==> config.mk <==
export PLATFORM = sky130hd
export DESIGN_NAME = aq_ifu_ipack_buf_ctrl_flat
export DESIGN_NICKNAME = d
export VERILOG_FILES = /design/src/rtl/aq_ifu_ipack_buf_ctrl_if.sv /design/src/rtl/aq_ifu_ipack_buf_ctrl.sv /design/src/flat_wrapper.sv
export SDC_FILE = /design/constraint.sdc
export NUM_CORES = 1
export LEC_CHECK = 0
export CORE_ASPECT_RATIO = 0.75
export CORE_MARGIN = 2
export CORE_UTILIZATION = 50
export DETAILED_ROUTE_END_ITERATION = 7
export GPL_TIMING_DRIVEN = 1
export PLACE_DENSITY_LB_ADDON = 0.15
export SLEW_MARGIN = 10
export SYNTH_ARGS = -nofsm -noshare
export SYNTH_HDL_FRONTEND = slang
export SYNTH_SLANG_ARGS = --single-unit
==> constraint.sdc <==
create_clock -name ipack_cpuclk -period 3.68 [get_ports ipack_cpuclk]
set_input_delay 0.552 -clock ipack_cpuclk [delete_from_list [all_inputs] [get_ports ipack_cpuclk]]
set_output_delay 0.552 -clock ipack_cpuclk [all_outputs]
set_load 0.01 [all_outputs]
==> src/rtl/aq_ifu_ipack_buf_ctrl_if.sv <==
// Fetch-to-decode handshake bundle of the instruction package buffer.
// The buffer controller takes the slave side; fetch/decode (or a bench) drive the master side.
interface aq_ifu_ipack_buf_ctrl_if #(
    parameter int PTR_W = 3
);
    logic             ifu_ipack_vld;
    logic [31:0]      ifu_ipack_data;
    logic [1:0]       ifu_ipack_hw_vld;
    logic             ifu_ipack_acc_err;
    logic             ifu_ipack_pgflt;
    logic             id_ipack_inst_ack;
    logic             ipack_ifu_ready;
    logic             ipack_id_inst_vld;
    logic [31:0]      ipack_id_inst;
    logic             ipack_id_inst_16bit;
    logic             ipack_id_acc_err;
    logic             ipack_id_pgflt;
    logic [PTR_W:0]   ipack_buf_cnt;

    modport master (
        output ifu_ipack_vld, ifu_ipack_data, ifu_ipack_hw_vld,
               ifu_ipack_acc_err, ifu_ipack_pgflt, id_ipack_inst_ack,
        input  ipack_ifu_ready, ipack_id_inst_vld, ipack_id_inst,
               ipack_id_inst_16bit, ipack_id_acc_err, ipack_id_pgflt, ipack_buf_cnt
    );

    modport slave (
        input  ifu_ipack_vld, ifu_ipack_data, ifu_ipack_hw_vld,
               ifu_ipack_acc_err, ifu_ipack_pgflt, id_ipack_inst_ack,
        output ipack_ifu_ready, ipack_id_inst_vld, ipack_id_inst,
               ipack_id_inst_16bit, ipack_id_acc_err, ipack_id_pgflt, ipack_buf_cnt
    );
endinterface

==> src/rtl/aq_ifu_ipack_buf_ctrl.sv <==
// Circular halfword buffer packing fetch data into 16/32-bit instructions for decode.
// Latency: a written halfword is presentable the cycle after the push (no bypass).
// Backpressure: ready drops when fewer than two entries are free; pushes while not ready are dropped.
module aq_ifu_ipack_buf_ctrl #(
    parameter int ENTRY_NUM = 8,
    parameter int PTR_W     = 3
) (
    input  logic                          ipack_cpuclk,
    input  logic                          cpurst_b,
    input  logic                          ipack_buf_flush,
    aq_ifu_ipack_buf_ctrl_if.slave        ipack
);

    localparam logic [PTR_W:0] CNT_READY_MAX = (PTR_W+1)'(ENTRY_NUM - 2);

    logic [PTR_W-1:0]     wptr;
    logic [PTR_W-1:0]     rptr;
    logic [PTR_W:0]       cnt;
    logic [15:0]          ent_inst    [ENTRY_NUM];
    logic [ENTRY_NUM-1:0] ent_acc_err;
    logic [ENTRY_NUM-1:0] ent_pgflt;
    logic [ENTRY_NUM-1:0] ent_we;

    logic                 ready;
    logic                 push_en;
    logic                 both_hw;
    logic [1:0]           push_sz;
    logic [PTR_W-1:0]     wptr_p1;
    logic [PTR_W-1:0]     rptr_p1;

    assign ready   = (cnt <= CNT_READY_MAX);
    assign push_en = ipack.ifu_ipack_vld & ready & ~ipack_buf_flush;
    assign both_hw = (ipack.ifu_ipack_hw_vld == 2'b11);
    assign push_sz = push_en ? (both_hw ? 2'd2 : 2'd1) : 2'd0;
    assign wptr_p1 = wptr + 1'b1;
    assign rptr_p1 = rptr + 1'b1;

    // Per-entry enables are pure functions of the push, so they can drive clock gates directly.
    for (genvar i = 0; i < ENTRY_NUM; i++) begin : g_ent
        logic        hit_lo;
        logic        hit_hi;
        logic [15:0] wdat;

        assign hit_lo = (wptr == PTR_W'(i));
        assign hit_hi = both_hw & (wptr_p1 == PTR_W'(i));
        assign ent_we[i] = push_en & (hit_lo | hit_hi);
        assign wdat = (hit_hi || ipack.ifu_ipack_hw_vld == 2'b10) ? ipack.ifu_ipack_data[31:16]
                                                                   : ipack.ifu_ipack_data[15:0];

        always_ff @(posedge ipack_cpuclk or negedge cpurst_b) begin
            if (!cpurst_b) begin
                ent_inst[i]    <= 16'h0;
                ent_acc_err[i] <= 1'b0;
                ent_pgflt[i]   <= 1'b0;
            end else if (ent_we[i]) begin
                ent_inst[i]    <= wdat;
                ent_acc_err[i] <= ipack.ifu_ipack_acc_err;
                ent_pgflt[i]   <= ipack.ifu_ipack_pgflt;
            end
        end
    end

    logic [15:0] h_inst;
    logic [15:0] n_inst;
    logic        h_fault;
    logic        inst_vld;
    logic [31:0] inst;
    logic        inst_16bit;
    logic        acc_err;
    logic        pgflt;
    logic [1:0]  pop_len;
    logic [1:0]  pop_sz;

    assign h_inst  = ent_inst[rptr];
    assign n_inst  = ent_inst[rptr_p1];
    assign h_fault = ent_acc_err[rptr] | ent_pgflt[rptr];

    // A faulted head is always issued alone so decode sees the fault on the first halfword.
    always_comb begin
        inst_vld   = 1'b0;
        inst       = 32'h0;
        inst_16bit = 1'b0;
        acc_err    = 1'b0;
        pgflt      = 1'b0;
        pop_len    = 2'd0;
        if (cnt != '0) begin
            if (h_fault || h_inst[1:0] != 2'b11) begin
                inst_vld   = 1'b1;
                inst       = {16'h0, h_inst};
                inst_16bit = 1'b1;
                acc_err    = ent_acc_err[rptr];
                pgflt      = ent_pgflt[rptr];
                pop_len    = 2'd1;
            end else if (cnt >= (PTR_W+1)'(2)) begin
                inst_vld   = 1'b1;
                inst       = {n_inst, h_inst};
                acc_err    = ent_acc_err[rptr_p1];
                pgflt      = ent_pgflt[rptr_p1];
                pop_len    = 2'd2;
            end
        end
    end

    assign pop_sz = (inst_vld & ipack.id_ipack_inst_ack) ? pop_len : 2'd0;

    always_ff @(posedge ipack_cpuclk or negedge cpurst_b) begin
        if (!cpurst_b) begin
            wptr <= '0;
            rptr <= '0;
            cnt  <= '0;
        end else if (ipack_buf_flush) begin
            wptr <= '0;
            rptr <= '0;
            cnt  <= '0;
        end else begin
            wptr <= wptr + PTR_W'(push_sz);
            rptr <= rptr + PTR_W'(pop_sz);
            cnt  <= cnt + (PTR_W+1)'(push_sz) - (PTR_W+1)'(pop_sz);
        end
    end

    assign ipack.ipack_ifu_ready     = ready;
    assign ipack.ipack_id_inst_vld   = inst_vld;
    assign ipack.ipack_id_inst       = inst;
    assign ipack.ipack_id_inst_16bit = inst_16bit;
    assign ipack.ipack_id_acc_err    = acc_err;
    assign ipack.ipack_id_pgflt      = pgflt;
    assign ipack.ipack_buf_cnt       = cnt;

endmodule

==> src/flat_wrapper.sv <==
// flat-port wrapper written by rule: the top's interface ports become plain ports
module aq_ifu_ipack_buf_ctrl_flat 
#(
    parameter int ENTRY_NUM = 8,
    parameter int PTR_W     = 3
)
  (ipack_cpuclk, cpurst_b, ipack_buf_flush, ipack_ifu_ipack_vld, ipack_ifu_ipack_data, ipack_ifu_ipack_hw_vld, ipack_ifu_ipack_acc_err, ipack_ifu_ipack_pgflt, ipack_id_ipack_inst_ack, ipack_ipack_ifu_ready, ipack_ipack_id_inst_vld, ipack_ipack_id_inst, ipack_ipack_id_inst_16bit, ipack_ipack_id_acc_err, ipack_ipack_id_pgflt, ipack_ipack_buf_cnt);
  aq_ifu_ipack_buf_ctrl_if #(.PTR_W(PTR_W)) ipack_i ();
  input  logic ipack_cpuclk;
  input  logic cpurst_b;
  input  logic ipack_buf_flush;
  input wire logic [$bits(ipack_i.ifu_ipack_vld)-1:0] ipack_ifu_ipack_vld;
  input wire logic [$bits(ipack_i.ifu_ipack_data)-1:0] ipack_ifu_ipack_data;
  input wire logic [$bits(ipack_i.ifu_ipack_hw_vld)-1:0] ipack_ifu_ipack_hw_vld;
  input wire logic [$bits(ipack_i.ifu_ipack_acc_err)-1:0] ipack_ifu_ipack_acc_err;
  input wire logic [$bits(ipack_i.ifu_ipack_pgflt)-1:0] ipack_ifu_ipack_pgflt;
  input wire logic [$bits(ipack_i.id_ipack_inst_ack)-1:0] ipack_id_ipack_inst_ack;
  output wire logic [$bits(ipack_i.ipack_ifu_ready)-1:0] ipack_ipack_ifu_ready;
  output wire logic [$bits(ipack_i.ipack_id_inst_vld)-1:0] ipack_ipack_id_inst_vld;
  output wire logic [$bits(ipack_i.ipack_id_inst)-1:0] ipack_ipack_id_inst;
  output wire logic [$bits(ipack_i.ipack_id_inst_16bit)-1:0] ipack_ipack_id_inst_16bit;
  output wire logic [$bits(ipack_i.ipack_id_acc_err)-1:0] ipack_ipack_id_acc_err;
  output wire logic [$bits(ipack_i.ipack_id_pgflt)-1:0] ipack_ipack_id_pgflt;
  output wire logic [$bits(ipack_i.ipack_buf_cnt)-1:0] ipack_ipack_buf_cnt;
  assign ipack_i.ifu_ipack_vld = ipack_ifu_ipack_vld;
  assign ipack_i.ifu_ipack_data = ipack_ifu_ipack_data;
  assign ipack_i.ifu_ipack_hw_vld = ipack_ifu_ipack_hw_vld;
  assign ipack_i.ifu_ipack_acc_err = ipack_ifu_ipack_acc_err;
  assign ipack_i.ifu_ipack_pgflt = ipack_ifu_ipack_pgflt;
  assign ipack_i.id_ipack_inst_ack = ipack_id_ipack_inst_ack;
  assign ipack_ipack_ifu_ready = ipack_i.ipack_ifu_ready;
  assign ipack_ipack_id_inst_vld = ipack_i.ipack_id_inst_vld;
  assign ipack_ipack_id_inst = ipack_i.ipack_id_inst;
  assign ipack_ipack_id_inst_16bit = ipack_i.ipack_id_inst_16bit;
  assign ipack_ipack_id_acc_err = ipack_i.ipack_id_acc_err;
  assign ipack_ipack_id_pgflt = ipack_i.ipack_id_pgflt;
  assign ipack_ipack_buf_cnt = ipack_i.ipack_buf_cnt;
  aq_ifu_ipack_buf_ctrl #(.ENTRY_NUM(ENTRY_NUM), .PTR_W(PTR_W)) u_core (.ipack_cpuclk(ipack_cpuclk), .cpurst_b(cpurst_b), .ipack_buf_flush(ipack_buf_flush), .ipack(ipack_i));
endmodule
==> results.tsv, run 1 <==
metric	value	unit
slew-limit-headroom	41.8	%
area_growth	18.4	%
fp-row-count	45	
leakagePower	5.19	nW
async_flop_share	100	%
crit_chain	mux4_1, mux2_2, nand4bb_2, nor3_1, clkdlybuf4s50_1	
syn-num-nets	801	
cts_tree	done	
critical_path_arrival	3.15	ns
htreeDepth	4	
num_vias	7329	
slowest_stage	clkdlybuf4s50_1	
core_area	20300	sq um
cap_violations	0	
die_h	129	um
ios	82	
gp_congestion	0.814	
drt_first_pass_iters	5	
cts.path.max_buffers	2	
worst_path_largest_cell_delay	0.61	ns
wl_per_cell	26.5	um
end_kind	output pin	
crit_fanout	9	
antenna_found_initial	0	
dp_hpwl	18.4	mm
drv_slew	0	
fp.dieW	170	um
peakVddDrop	338	uV
fin_ws	-0.0256	ns
violations	setup timing	
finalCritPeriodShare	101	%
tightest_slew	0.873	ns
synthDistinctLibCells	44	
dieArea	21900	sq um
powerDensity	695	nW/um^2
cp-start-kind	register	
outcome	finished with violations	
final_common_cell	mux2_2	
postRouteAntennaNets	0	
avgSynthCellArea	13.9	sq um
synthTopCellsByArea	dfrtp_1 37%, mux2_2 30%, mux4_2 14%	
cts_buffers	17	
cp.required	3.13	ns
drt-total-wl	29.5	mm
synth_area_leader_cell	dfrtp_1	
synth_edf_count	0	
yosysTopAreaCellShare	37.2	%
ys.flop_type	dfrtp_1	
root_buffer	clkbuf_16	
whs	0.181	ns
finalCriticalPeriod	3.71	ns
layout-drive-gt1-share	54.5	%
clk_pin_slew	0.07	ns
clock_latency	0.42	ns
layout.nets	898	
worstHoldPathType	in2async	
grt_usage	27.8	%
grt_pass1_vias	7516	
drtIter0Drc	649	
synth-seq-cells	154	
seq_area_frac_synth	37.2	%
grt_setup_unrepaired	yes	
fmax	0.270	GHz
hold_viol	0	
synthCells	745	
grt-ovfl-total	0	
ys.warnings.count	0	
syn_area	10400	sq um
insertedDiodeCount	0	
final_cell_mix	274 x mux2_2, 152 x dfrtp_1, 64 x mux4_2	
viasPerCell	6.58	
clkSinkCount	154	
setup_viol	2	
holdBufCountCts	0	
total_power	0.00853	W
port_buffers	81	
start_util	51.2	%
grt_max_degree	89	
grt_pass1_wl	45.1	mm
finClkSkew	0.0107	ns
path_class	reg2out	
drc	0	
stage by stage:
step	util [%]	setup WS (ns)	instance area (sq um)	setup TNS [ns]	std cells
detailed placement	57.1	0.249	11600	0	1073
floorplan	-	0.426	10400	0	745
global route	60.6	-0.0453	12300	-0.152	1113
finish	60.6	-0.0256	12300	-0.0315	1113
CTS	60.3	-0.0722	12200	-0.186	1110
global placement	57.1	0.324	11600	0	1073
final timing paths:
| kind | from | to | slack (ns) | cells after the start |
|---|---|---|---|---|
| worst max-delay path | u_core.rptr[0] | ipack_ipack_id_inst[16] | -0.03 | 5 |
| worst min-delay path | cpurst_b | u_core.ent_inst[82] | 0.18 | 1 |
| worst min register to register | u_core.ent_inst[40] | u_core.ent_inst[40] | 0.53 | 1 |
| max in group asynchronous | cpurst_b | u_core.rptr[0] | 2.55 | 2 |
| min in group ipack_cpuclk | u_core.ent_inst[40] | u_core.ent_inst[40] | 0.53 | 1 |
| worst max register to register | u_core.rptr[0] | u_core.ipack.ipack_buf_cnt[2] | 0.21 | 11 |
cells in the mapped netlist (5+ instances only):
| master | count |
|---|---|
| buf_2 | 19 |
| buf_4 | 9 |
| o211ai_1 | 14 |
| nor2_1 | 6 |
| dfrtp_1 | 154 |
| mux2_2 | 275 |
| a21oi_1 | 11 |
| a21oi_2 | 11 |
| nand3b_1 | 6 |
| buf_6 | 7 |
| and3_1 | 5 |
| ha_1 | 11 |
| mux4_1 | 8 |
| nand2b_1 | 14 |
| mux4_2 | 64 |
| nor2b_1 | 7 |
| nand2_1 | 8 |
| nor3_1 | 18 |
| inv_1 | 14 |
| mux2i_1 | 22 |
| clkbuf_1 | 16 |
registers in the layout (all words and copies together), names as in the netlist:
| signal | flops |
|---|---|
| u_core.wptr | 3 |
| u_core.ent_inst | 128 |
| u_core.ent_pgflt | 8 |
| u_core.ipack.ipack_buf_cnt | 4 |
| u_core.ent_acc_err | 8 |
| u_core.rptr | 3 |
timing repair:
| action | CTS | global route |
|---|---|---|
| pin swaps | 1 | 1 |
| setup endpoints to repair | 31 | 23 |
| buffers inserted | 4 | 3 |
| gates resized for setup | 18 | 17 |
| gates cloned | 1 | 0 |
where the power goes:
| group | internal, W | total [W] | switching, W |
|---|---|---|---|
| Combinational | 0.00229 | 0.00425 | 0.00196 |
| Clock | 0.00103 | 0.00181 | 0.000775 |
| Sequential | 0.00210 | 0.00247 | 0.000367 |
cell families (layout without fill, tap and decap cells):
family / count (synthesis) / after routing / share of synthesized area (%)
AOI/OAI and AO/OA: 51 / 51 / 3.55
xor gates and xnor gates: 5 / 5 / 0.495
adders and majority gates: 15 / 15 / 2.10
buffers and inverters: 69 / 178 / 3.72
DFF: 154 / 154 / 37.2
muxes: 370 / 370 / 48.0
and+or+nand+nor: 81 / 82 / 4.95
worst max-delay path, delay by kind of cell (launching register included):
kind	cells	cell delay, ns
AND/OR/NAND/NOR	2	0.69
multiplexers	2	0.93
flip-flops	1	0.51
buffers and inverters	1	0.61
routing by layer:
metal	global-route usage (%)	part of all wire, %	vias up
met5	0	0	-
li1	-	-	3073
met1	38.0	43	3861
met3	7.72	8.0	47
met4	7.09	1.8	0
met2	44.2	47	348
area by class of cell:
type | count | area (sq um)
inverters | 14 | 52.6
well taps | 258 | 323
clock buffers | 18 | 439
fillers | 1599 | 7980
flip-flops and latches | 154 | 3860
multi-input cells | 523 | 6220
repair buffers | 132 | 1230
clock inverters | 14 | 160
Power figures use the tool's default switching activity.
==> run 2, diff against run 1 <==
--- a/config.mk
+++ b/config.mk
@@ -5,13 +5,15 @@
 export SDC_FILE = /design/constraint.sdc
 export NUM_CORES = 1
 export LEC_CHECK = 0
+export CELL_PAD_IN_SITES_DETAIL_PLACEMENT = 0
+export CELL_PAD_IN_SITES_GLOBAL_PLACEMENT = 1
 export CORE_ASPECT_RATIO = 0.75
 export CORE_MARGIN = 2
 export CORE_UTILIZATION = 50
 export DETAILED_ROUTE_END_ITERATION = 7
 export GPL_TIMING_DRIVEN = 1
 export PLACE_DENSITY_LB_ADDON = 0.15
-export SLEW_MARGIN = 10
+export SLEW_MARGIN = 20
 export SYNTH_ARGS = -nofsm -noshare
 export SYNTH_HDL_FRONTEND = slang
 export SYNTH_SLANG_ARGS = --single-unit
==> results.tsv, run 2 (same netlist as run 1, synthesis figures left out) <==
metric	value	unit	change
globalRouteMet3Util	5.32	%	-2.4 points
die_h	129	um	unchanged
cap_violations	0		unchanged
grt-ovfl-total	0		unchanged
leakagePower	5.50	nW	+6.0%
p_seq_share	28.1	%	-0.8 points
path_class	reg2out		
end_kind	output pin		
drt_first_pass_iters	4		-1
regMostFlops	u_core.ent_inst		
core_area	20300	sq um	unchanged
worstHoldPathType	in2async		
postRouteAntennaNets	0		unchanged
slew-limit-headroom	46.0	%	+4.2 points
clkPwrFrac	22.3	%	+1.1 points
pre_cts_ws	0.232	ns	-0.0175 ns
drt-total-wl	29.7	mm	+0.75%
swShare	35.7	%	-0.70 points
viasPerCell	6.45		-2.0%
layout.nets	899		+0.11%
clock_latency	0.43	ns	about the same
powerDensity	703	nW/um^2	+1.3%
worst_path_largest_cell_delay	0.55	ns	-0.06 ns
cts.path.max_buffers	2		unchanged
finalCriticalPeriod	3.63	ns	-0.0757 ns
grt_max_degree	80		-10%
slowest_stage	mux4_1		
cp_top_family	buffers and inverters		
fmax	0.275	GHz	+2.1%
drv_slew	0		unchanged
drtIter0Drc	617		-4.9%
dp_hpwl	17.9	mm	-2.3%
cp_num_buf_inv	3		+2
final_cell_mix	275 x mux2_2, 152 x dfrtp_1, 64 x mux4_2		
finalCritPeriodShare	98.6	%	-2.1 points
power_frac_comb	49.5	%	-0.4 points
start_util	51.2	%	unchanged
grt-busiest-layer	met2		
tightest_slew	0.810	ns	-0.0628 ns
holdBufCountCts	0		unchanged
ff2ff_setup_slack	0.27	ns	+0.06 ns
cp-start-kind	register		
wl_per_cell	26.7	um	+0.66%
htreeDepth	4		unchanged
final_common_cell	mux2_2		
finalNonFillerCells	1114		+0.090%
outcome	complete, no violations		
grt_use_met2	44.3	%	+0.048 points
peakVddDrop	405	uV	+20%
critical_path_arrival	3.08	ns	-0.07 ns
hold_viol	0		unchanged
dieArea	21900	sq um	unchanged
crit_cells	7		+2
top_regs	u_core.ent_inst (128), u_core.ent_acc_err (8), u_core.ent_pgflt (8)		
r2r_cells	12		+1
area_growth	19.7	%	
root_buffer	clkbuf_16		
fp.dieW	170	um	unchanged
grt_pass1_vias	7446		-0.93%
clk_pin_slew	0.07	ns	about the same
fp-row-count	45		unchanged
drc	0		unchanged
place_inst	1069		-0.37%
cts_tree	done		
largest_reg_flops	128		unchanged
clkSinkCount	154		unchanged
setup_viol	0		-2
cts_buffers	17		unchanged
fin_ws	0.0501	ns	+0.0757 ns
insertedDiodeCount	0		unchanged
grt_usage	28.1	%	+0.35 points
whs	0.150	ns	-0.0307 ns
crit_fanout	11		+2
crit_chain	clkbuf_4, mux4_1, mux2_2, and4bb_2, buf_8, a21oi_2, clkdlybuf4s50_1		
gp_congestion	0.812		-0.21%
ios	82		unchanged
num_vias	7188		-1.9%
antenna_found_initial	0		unchanged
met1_usage	40.4	%	+2.4 points
layout-drive-gt1-share	54.1	%	-0.41 points
finClkSkew	0.0112	ns	+0.000536 ns
cp.required	3.13	ns	about the same
port_buffers	81		unchanged
power.switching	0.00311	W	+0.33%
grt_pass1_wl	45.5	mm	+0.70%
power.internal	0.00562	W	+3.4%
run 2: cell count changes in the layout (fill, tap and decap cells not counted), sizes merged:
cell / delta
clkinvlp: +1
bufinv: +2
clkinv: -3
buf: +1
dlymetal6s2s: +18
nand4bb: -1
dlygate4sd2: -8
clkdlybuf4s50: -9
run 2: worst paths after layout:
kind,startpoint,end
setup / recovery,u_core.rptr[0],ipack_ipack_id_inst[10]
hold / removal,cpurst_b,u_core.ent_inst[84]
setup reg to reg,u_core.rptr[0],u_core.ipack.ipack_buf_cnt[3]
hold reg to reg,u_core.ent_acc_err[4],u_core.ent_acc_err[4]
max in group asynchronous,cpurst_b,u_core.ent_inst[75]
min in group ipack_cpuclk,u_core.ent_acc_err[4],u_core.ent_acc_err[4]
run 2: layout make-up:
| type | count | area (sq um) |
|---|---|---|
| fill | 1566 | 7860 |
| tap | 258 | 323 |
| timing repair buffer | 134 | 1350 |
| clock buffer | 18 | 439 |
| clock inverter | 14 | 205 |
| multi-input combinational | 522 | 6180 |
| inverter | 14 | 52.6 |
| sequential | 154 | 3860 |
run 2: per-stage QoR:
stage | total power, W | setup TNS, ns | utilization [%] | cell area [sq um]
final | 0.00873 | 0 | 61.2 | 12400
after CTS | 0.00868 | 0 | 60.4 | 12200
after global placement | 0.00650 | 0 | 57.0 | 11600
after global routing | 0.00918 | -0.0290 | 61.2 | 12400
after detailed placement | 0.00662 | 0 | 57.0 | 11600
after floorplan | 0.00515 | 0 | - | 10400
run 2: metal layers:
| metal | wire length [um] | vias up |
|---|---|---|
| met5 | 0 | - |
| met4 | 502 | 0 |
| met3 | 1570 | 38 |
| met2 | 14000 | 219 |
| met1 | 13700 | 3863 |
| li1 | - | 3068 |
run 2: what timing repair did:
item,CTS,global route
setup buffers,1,11
endpoints found under the setup margin,33,31
gates resized for setup,8,35
cloned,1,0
run 2: power groups by stage:
stage               logic [W]  registers [W]  clock network, W
finish                0.00433        0.00246           0.00195
global route          0.00463        0.00250           0.00206
CTS                   0.00424        0.00246           0.00198
detailed placement    0.00412        0.00250                 0
global placement      0.00404        0.00246                 0
floorplan             0.00283        0.00232                 0
